<file path="src/rtl/ai_core_pkg.sv">
`default_nettype none
// ============================================================================
// Module   : ai_core_pkg
// Purpose  : Shared datapath widths for the ai_core arithmetic blocks.
//            Accumulator, narrow result, shift amount and event counter
//            widths used as parameter defaults by the blocks that import it.
// Revision : 1.0  initial release
// ============================================================================
package ai_core_pkg;

  localparam int c_acc_width     = 32;  // wide accumulator operand
  localparam int c_narrow_width  = 8;   // narrowed signed result
  localparam int c_shift_width   = 5;   // right-shift amount
  localparam int c_sat_cnt_width = 16;  // saturation event counter

endpackage : ai_core_pkg
`default_nettype wire

</file>
<file path="src/rtl/narrower_saturator.sv">
`default_nettype none
// ============================================================================
// Module   : saturator
// Purpose  : Combinational clip of a signed (IN_SIZE+1)-bit value into a
//            signed OUT_SIZE-bit range, flagging when clipping occurred.
// Ports    : i_data  in   IN_SIZE+1  signed value to clip
//            o_data  out  OUT_SIZE   clipped signed value
//            o_sat   out  1          1 when i_data was outside the range
// Revision : 1.0  initial release
// ============================================================================
module saturator #(
  parameter int IN_SIZE  = 32,
  parameter int OUT_SIZE = 8
) (
  input  logic [IN_SIZE:0]    i_data,
  output logic [OUT_SIZE-1:0] o_data,
  output logic                o_sat
);

  localparam logic [OUT_SIZE-1:0] c_max = {1'b0, {(OUT_SIZE-1){1'b1}}};
  localparam logic [OUT_SIZE-1:0] c_min = {1'b1, {(OUT_SIZE-1){1'b0}}};

  // The value fits iff every bit from the MSB down to the narrow sign bit
  // is a copy of the sign.
  logic [IN_SIZE-OUT_SIZE+1:0] w_upper;
  logic                        w_clip;

  assign w_upper = i_data[IN_SIZE:OUT_SIZE-1];
  assign w_clip  = ~((&w_upper) | ~(|w_upper));

  assign o_sat  = w_clip;
  assign o_data = w_clip ? (i_data[IN_SIZE] ? c_min : c_max)
                         : i_data[OUT_SIZE-1:0];

endmodule : saturator
`default_nettype wire

</file>
<file path="src/rtl/narrower.sv">
`default_nettype none
// ============================================================================
// Module   : narrower
// Purpose  : Two-stage valid/ready pipeline that rounds (half toward +inf),
//            arithmetically right-shifts and saturates a signed wide operand
//            into a signed narrow result, counting saturated deliveries.
// Ports    : clk_i        in   1           clock, rising edge
//            rst_i        in   1           asynchronous active-high reset
//            in_valid_i   in   1           operand valid
//            in_ready_o   out  1           operand can be accepted
//            in_i         in   IN_SIZE     signed wide operand
//            shift_i      in   SHIFT_SIZE  right-shift amount
//            out_valid_o  out  1           result valid
//            out_ready_i  in   1           downstream accepts result
//            out_o        out  OUT_SIZE    signed narrowed result
//            sat_o        out  1           result was clipped
//            clr_i        in   1           synchronous clear of sat_cnt_o
//            sat_cnt_o    out  CNT_SIZE    saturated results delivered
// Revision : 1.0  initial release
// ============================================================================
module narrower
  import ai_core_pkg::*;
#(
  parameter int IN_SIZE    = c_acc_width,
  parameter int OUT_SIZE   = c_narrow_width,
  parameter int SHIFT_SIZE = c_shift_width,
  parameter int CNT_SIZE   = c_sat_cnt_width
) (
  input  logic                  clk_i,
  input  logic                  rst_i,
  input  logic                  in_valid_i,
  output logic                  in_ready_o,
  input  logic [IN_SIZE-1:0]    in_i,
  input  logic [SHIFT_SIZE-1:0] shift_i,
  output logic                  out_valid_o,
  input  logic                  out_ready_i,
  output logic [OUT_SIZE-1:0]   out_o,
  output logic                  sat_o,
  input  logic                  clr_i,
  output logic [CNT_SIZE-1:0]   sat_cnt_o
);

  localparam logic signed [IN_SIZE:0] c_one     = {{IN_SIZE{1'b0}}, 1'b1};
  localparam logic [CNT_SIZE-1:0]     c_cnt_one = {{(CNT_SIZE-1){1'b0}}, 1'b1};
  localparam logic [CNT_SIZE-1:0]     c_cnt_max = {CNT_SIZE{1'b1}};

  // Stage registers
  logic                  r_s1_valid;
  logic [IN_SIZE:0]      r_s1_data;
  logic                  r_s2_valid;
  logic [OUT_SIZE-1:0]   r_s2_data;
  logic                  r_s2_sat;
  logic [CNT_SIZE-1:0]   r_sat_cnt;

  // Handshake
  logic w_s2_load;
  logic w_s1_load;
  logic w_accept;
  logic w_deliver;

  // Round/shift datapath
  int                      w_shamt;
  logic signed [IN_SIZE:0] w_ext;
  logic signed [IN_SIZE:0] w_round;
  logic signed [IN_SIZE:0] w_sum;
  logic signed [IN_SIZE:0] w_shifted;

  // Saturator outputs
  logic [OUT_SIZE-1:0] w_sat_data;
  logic                w_sat_flag;

  // Each stage advances when it is empty or its successor is advancing;
  // the only combinational input-to-output path is out_ready_i -> in_ready_o.
  assign w_s2_load  = ~r_s2_valid | out_ready_i;
  assign w_s1_load  = ~r_s1_valid | w_s2_load;
  assign in_ready_o = w_s1_load;
  assign w_accept   = in_valid_i & w_s1_load;
  assign w_deliver  = r_s2_valid & out_ready_i;

  // One extra bit of headroom so adding the rounding constant never overflows.
  always_comb begin
    w_shamt = int'(shift_i);
    if (w_shamt >= IN_SIZE) begin
      w_shamt = IN_SIZE - 1;
    end
    w_ext     = {in_i[IN_SIZE-1], in_i};
    w_round   = (w_shamt > 0) ? (c_one <<< (w_shamt - 1)) : '0;
    w_sum     = w_ext + w_round;
    w_shifted = w_sum >>> w_shamt;
  end

  saturator #(
    .IN_SIZE  (IN_SIZE),
    .OUT_SIZE (OUT_SIZE)
  ) u_saturator (
    .i_data (r_s1_data),
    .o_data (w_sat_data),
    .o_sat  (w_sat_flag)
  );

  // Stage 1: round + shift
  always_ff @(posedge clk_i or posedge rst_i) begin
    if (rst_i) begin
      r_s1_valid <= 1'b0;
      r_s1_data  <= '0;
    end else if (w_s1_load) begin
      r_s1_valid <= in_valid_i;
      if (in_valid_i) begin
        r_s1_data <= w_shifted;
      end
    end
  end

  // Stage 2: saturate. Data only changes when a real operand moves in, so
  // the output holds its last value while idle or stalled.
  always_ff @(posedge clk_i or posedge rst_i) begin
    if (rst_i) begin
      r_s2_valid <= 1'b0;
      r_s2_data  <= '0;
      r_s2_sat   <= 1'b0;
    end else if (w_s2_load) begin
      r_s2_valid <= r_s1_valid;
      if (r_s1_valid) begin
        r_s2_data <= w_sat_data;
        r_s2_sat  <= w_sat_flag;
      end
    end
  end

  // Saturation event counter: clear wins, increment sticks at all-ones.
  always_ff @(posedge clk_i or posedge rst_i) begin
    if (rst_i) begin
      r_sat_cnt <= '0;
    end else if (clr_i) begin
      r_sat_cnt <= '0;
    end else if (w_deliver && r_s2_sat && (r_sat_cnt != c_cnt_max)) begin
      r_sat_cnt <= r_sat_cnt + c_cnt_one;
    end
  end

  assign out_valid_o = r_s2_valid;
  assign out_o       = r_s2_data;
  assign sat_o       = r_s2_sat;
  assign sat_cnt_o   = r_sat_cnt;

  // w_accept is kept for readability of the handshake; tie it off cleanly.
  logic w_unused;
  assign w_unused = w_accept;

endmodule : narrower
`default_nettype wire

</file>
<file path="config.mk">
export PLATFORM = sky130hd
export DESIGN_NAME = narrower
export DESIGN_NICKNAME = d
export VERILOG_FILES = /design/src/rtl/ai_core_pkg.sv /design/src/rtl/narrower_saturator.sv /design/src/rtl/narrower.sv
export SDC_FILE = /design/constraint.sdc
export NUM_CORES = 1
export LEC_CHECK = 0
export BUFFER_PORTS_ARGS = -buffer_cell sky130_fd_sc_hd__buf_2
export CORE_MARGIN = 5
export CORE_UTILIZATION = 63
export CTS_CLUSTER_SIZE = 14
export DETAILED_ROUTE_END_ITERATION = 8
export PLACE_DENSITY_LB_ADDON = 0.05
export REMOVE_ABC_BUFFERS = 1
export SLEW_MARGIN = 20
export SYNTH_ARGS = -nofsm -noshare
export SYNTH_HDL_FRONTEND = slang
export SYNTH_SLANG_ARGS = --single-unit
</file>
<file path="constraint.sdc">
create_clock -name clk_i -period 6.6 [get_ports clk_i]
set_input_delay 0.66 -clock clk_i [delete_from_list [all_inputs] [get_ports clk_i]]
set_output_delay 0.66 -clock clk_i [all_outputs]
set_load 0.1 [all_outputs]
</file>
==> flow_summary_export.csv <==
group,metric,value,unit
run_status,outcome,"complete, no violations",
timing,period_needed,5610,ps
clock_network,clock_path_buffers,2,
cells_and_area,layout_commonest_cell,"nor2_1",
clock_network,cts_hold_buf,0,
floorplanning,die_h,122,um
drt,drc,0,
clock_network,cts_tree,"done",
yosys,synth_compound_area_share,31.5,%
yosys,yosys.area_share.xor_xnor,4.55,%
yosys,synthMuxAreaShare,8.09,%
timing,timing.final.max_slew_violations,0,
worst_setup_path,cp-end-kind,"register",
grt,overflow,0,
grt,grt_max_degree,72,
timing,fmax,178,MHz
clock_network,clock_sinks,60,
worst_setup_path,crit_slowest_cell,"o32ai_1",
cells_and_area,layout_common_cells,"132 x nor2_1, 111 x nand2_1, 68 x buf_2, 60 x a21oi_1, 60 x dfrtp_1",
grt,met3_usage,4.92,%
grt,gr-max-usage-layer,"met2",
drt,drt_first_pass_iters,6,
grt,antenna_found_initial,0,
grt,met2_usage,52.8,%
place,portBuffers,68,
cells_and_area,drive_gt1_share,16.1,%
worst_setup_path,path_delay_family,"compound AO/OA/AOI/OAI gates",
power_and_ir_drop,ir_drop,0.120,mV
timing,relSlewSlack,36.5,%
grt,gr-usage-met1,46.6,%
yosys,synth_edf_count,0,
yosys,synth-async-reset-ratio,100,%
place,hpwl,19.4,mm
yosys,ys_dominant_reg_cell,"dfrtp_1",
yosys,ys_seq_area_share,19.1,%
clock_network,path_clk_slew,50,ps
floorplanning,ios,69,
run,drv_cap,0,
clock_network,cts_buffers,9,
grt,track_usage,33.6,%
timing,rsz0062_at_grt,"no",
yosys,syn_area,7870,um2
timing,fin_crit_sh,85.0,%
timing,fin_setup_tns,0,ps
power_and_ir_drop,power.density,177,nW/um2
timing,finalHoldViolations,0,
yosys,syn_inst,1030,
grt,grt_pass1_vias,7629,
worst_setup_path,reg2reg_setup_slack,3880,ps
power_and_ir_drop,p_leak,3.57,nW
timing,worst_slew_pin_slew,949,ps
worst_setup_path,path_class,"input pin to register",
yosys,synthAdderAreaFrac,5.82,%
drt,routed_wl,25.4,mm
worst_setup_path,worstPathMaxFanout,18,
yosys,yosys_warnings,0,
worst_setup_path,reg2reg_from,"out_valid_o",
floorplanning,initial_core_util,65.0,%
floorplanning,die-area,14800,um2
worst_setup_path,slowest_delay,810,ps
cells_and_area,layout.nets,1136,
clock_network,clk_latency,330,ps
clock_network,clock-root-buffer,"clkbuf_16",
clock_network,htreeDepth,3,
grt,grt_pass1_wl,39.9,mm
timing,setup_viol,0,
clock_network,cts-resized-gates,0,
drt,viasPerCell,6.93,
hold_path,min_path_type,"register to register",
yosys,synth_top_family_by_area,"compound AO/OA/AOI/OAI gates",
place,post-place-ws,893,ps
drt,antenna_left,0,
cells_and_area,n_antenna_cell,0,
drt,first_iter_violations,944,
timing,finalClockSkew,6.10,ps
worst_setup_path,crit_chain,"buf_2 > clkinv_1 > nand2_1 > mux2i_1 > a22oi_1 > nor2_1 > ha_1 > nand2_1 > o21a_1 > o32ai_1 > nor2_1 > a211oi_1 > o21ai_1 > mux2_2 > a31o_1 > a221o_1",
worst_setup_path,cp.required,6820,ps
yosys,synth_cell_types,103,
place,routabilityCongestion,1.02,
clock_network,cts_setup_buffers,0,
worst_setup_path,crit_arrival,5830,ps
worst_setup_path,crit_start,"shift_i[4]",
cells_and_area,area_delta_synth_final,7.09,%
hold_path,min_from,"out_o[0]",
floorplanning,placement_rows,40,
drt,via_count,8526,
worst_setup_path,crit_buf_inv,2,
floorplanning,coreArea,12100,um2
yosys,synth.avg_cell_area,7.64,um2
timing,fin_ws,991,ps
floorplanning,die_x,122,um
cells_and_area,nFillCells,1090,
drt,avgRoutedWirePerCell,20.7,um
worst_setup_path,critPathLaunchType,"input pin",
yosys,synth_simple_gate_area_share,25.4,%
yosys,synth_seq_cells,60,
-- area by class of cell --
class / count / area [um2] / area share [%]
flip-flops and latches: 60 / 1500 / 17.8
repair buffers: 83 / 453 / 5.37
multi-input cells: 885 / 5930 / 70.3
clock buffers: 14 / 254 / 3.01
inverters: 19 / 71.3 / 0.846
well taps: 168 / 210 / 2.49
clock inverters: 2 / 10.0 / 0.119
-- cells in the mapped netlist (5+ instances only) --
cell type  count  area, um2
xor2_1        22        193
o31ai_1        7       52.6
a22oi_1        6       45.0
and3_1         6       37.5
a21oi_1       60        300
mux2i_1       22        220
nor2_1       132        495
o21ai_1       13       65.1
nand2_1      111        417
buf_2         10       50.1
clkbuf_1      33        124
nand3_1       34        170
a211oi_1      13       97.6
or3_1         10       62.6
xnor2_1       17        149
mux2_2        14        158
o211ai_1      21        158
o221ai_1       5       43.8
and2_1         7       43.8
nand4_1       25        156
ha_1          35        438
buf_1          7       26.3
inv_1         14       52.6
a21oi_2       11       96.3
o21ai_0       54        270
dfrtp_1       60       1500
nor3_1        28        140
mux4_2        11        248
o21a_1        15        113
a21o_1        18        135
nor2b_1        9       56.3
a211o_1        7       61.3
nor4_1        18        113
a311oi_1      10       87.6
a31oi_1       19        119
buf_6         13        146
o211a_1        6       60.1
a221o_1        7       70.1
nand2b_1      14       87.6
-- tightest hold or removal path, cell delays in order (launching register included) --
cell and delay [ps]:
dfrtp_1 330, nand2_1 50, o21ai_0 60
-- state kept, by name, indices dropped and copies added (netlist names) --
| name | flops |
|---|---|
| out_o | 8 |
| r_s1_data | 33 |
| sat_o | 1 |
| out_valid_o | 1 |
| sat_cnt_o | 16 |
| r_s1_valid | 1 |
-- power by group --
part / internal [mW] / leakage [nW] / switching (mW)
logic: 0.198 / 2.69 / 0.416
registers: 0.419 / 0.750 / 0.0412
clock network: 0.263 / 0.131 / 0.156
-- worst paths after layout --
check | endpoint | cells after the start
setup / recovery | r_s1_data[4] | 16
hold / removal | out_o[0] | 2
setup reg to reg | r_s1_data[3] | 7
hold reg to reg | out_o[0] | 2
max in group asynchronous | r_s1_data[29] | 3
min in group asynchronous | out_valid_o | 3
-- cell families after synthesis --
family | after synthesis
AND/OR/NAND/NOR | 420
XOR/XNOR | 40
adder cells (fa/ha/maj) | 36
AO/OA/AOI/OAI | 341
buffers and inverters | 85
flip-flops | 60
multiplexers | 48
-- stage by stage --
step | instances | total power, mW | instance area (um2) | hold slack, ps | util (%)
final | 1231 | 1.49 | 8430 | 475 | 69.6
after global routing | 1231 | 1.56 | 8430 | 509 | 69.6
after CTS | 1231 | 1.48 | 8430 | 477 | 69.6
after detailed placement | 1215 | 1.06 | 8170 | 465 | 67.4
after global placement | 1215 | 1.06 | 8170 | 456 | 67.4
after floorplan | 964 | 0.884 | 7500 | 443 | -
-- routing by layer --
layer | vias to the layer above | share of wire (%)
li1 | 3983 | -
met4 | 0 | 4.0
met3 | 87 | 9.5
met5 | - | 0
met1 | 3956 | 42
met2 | 500 | 45
No activity file was read; power rests on OpenSTA's default activity.
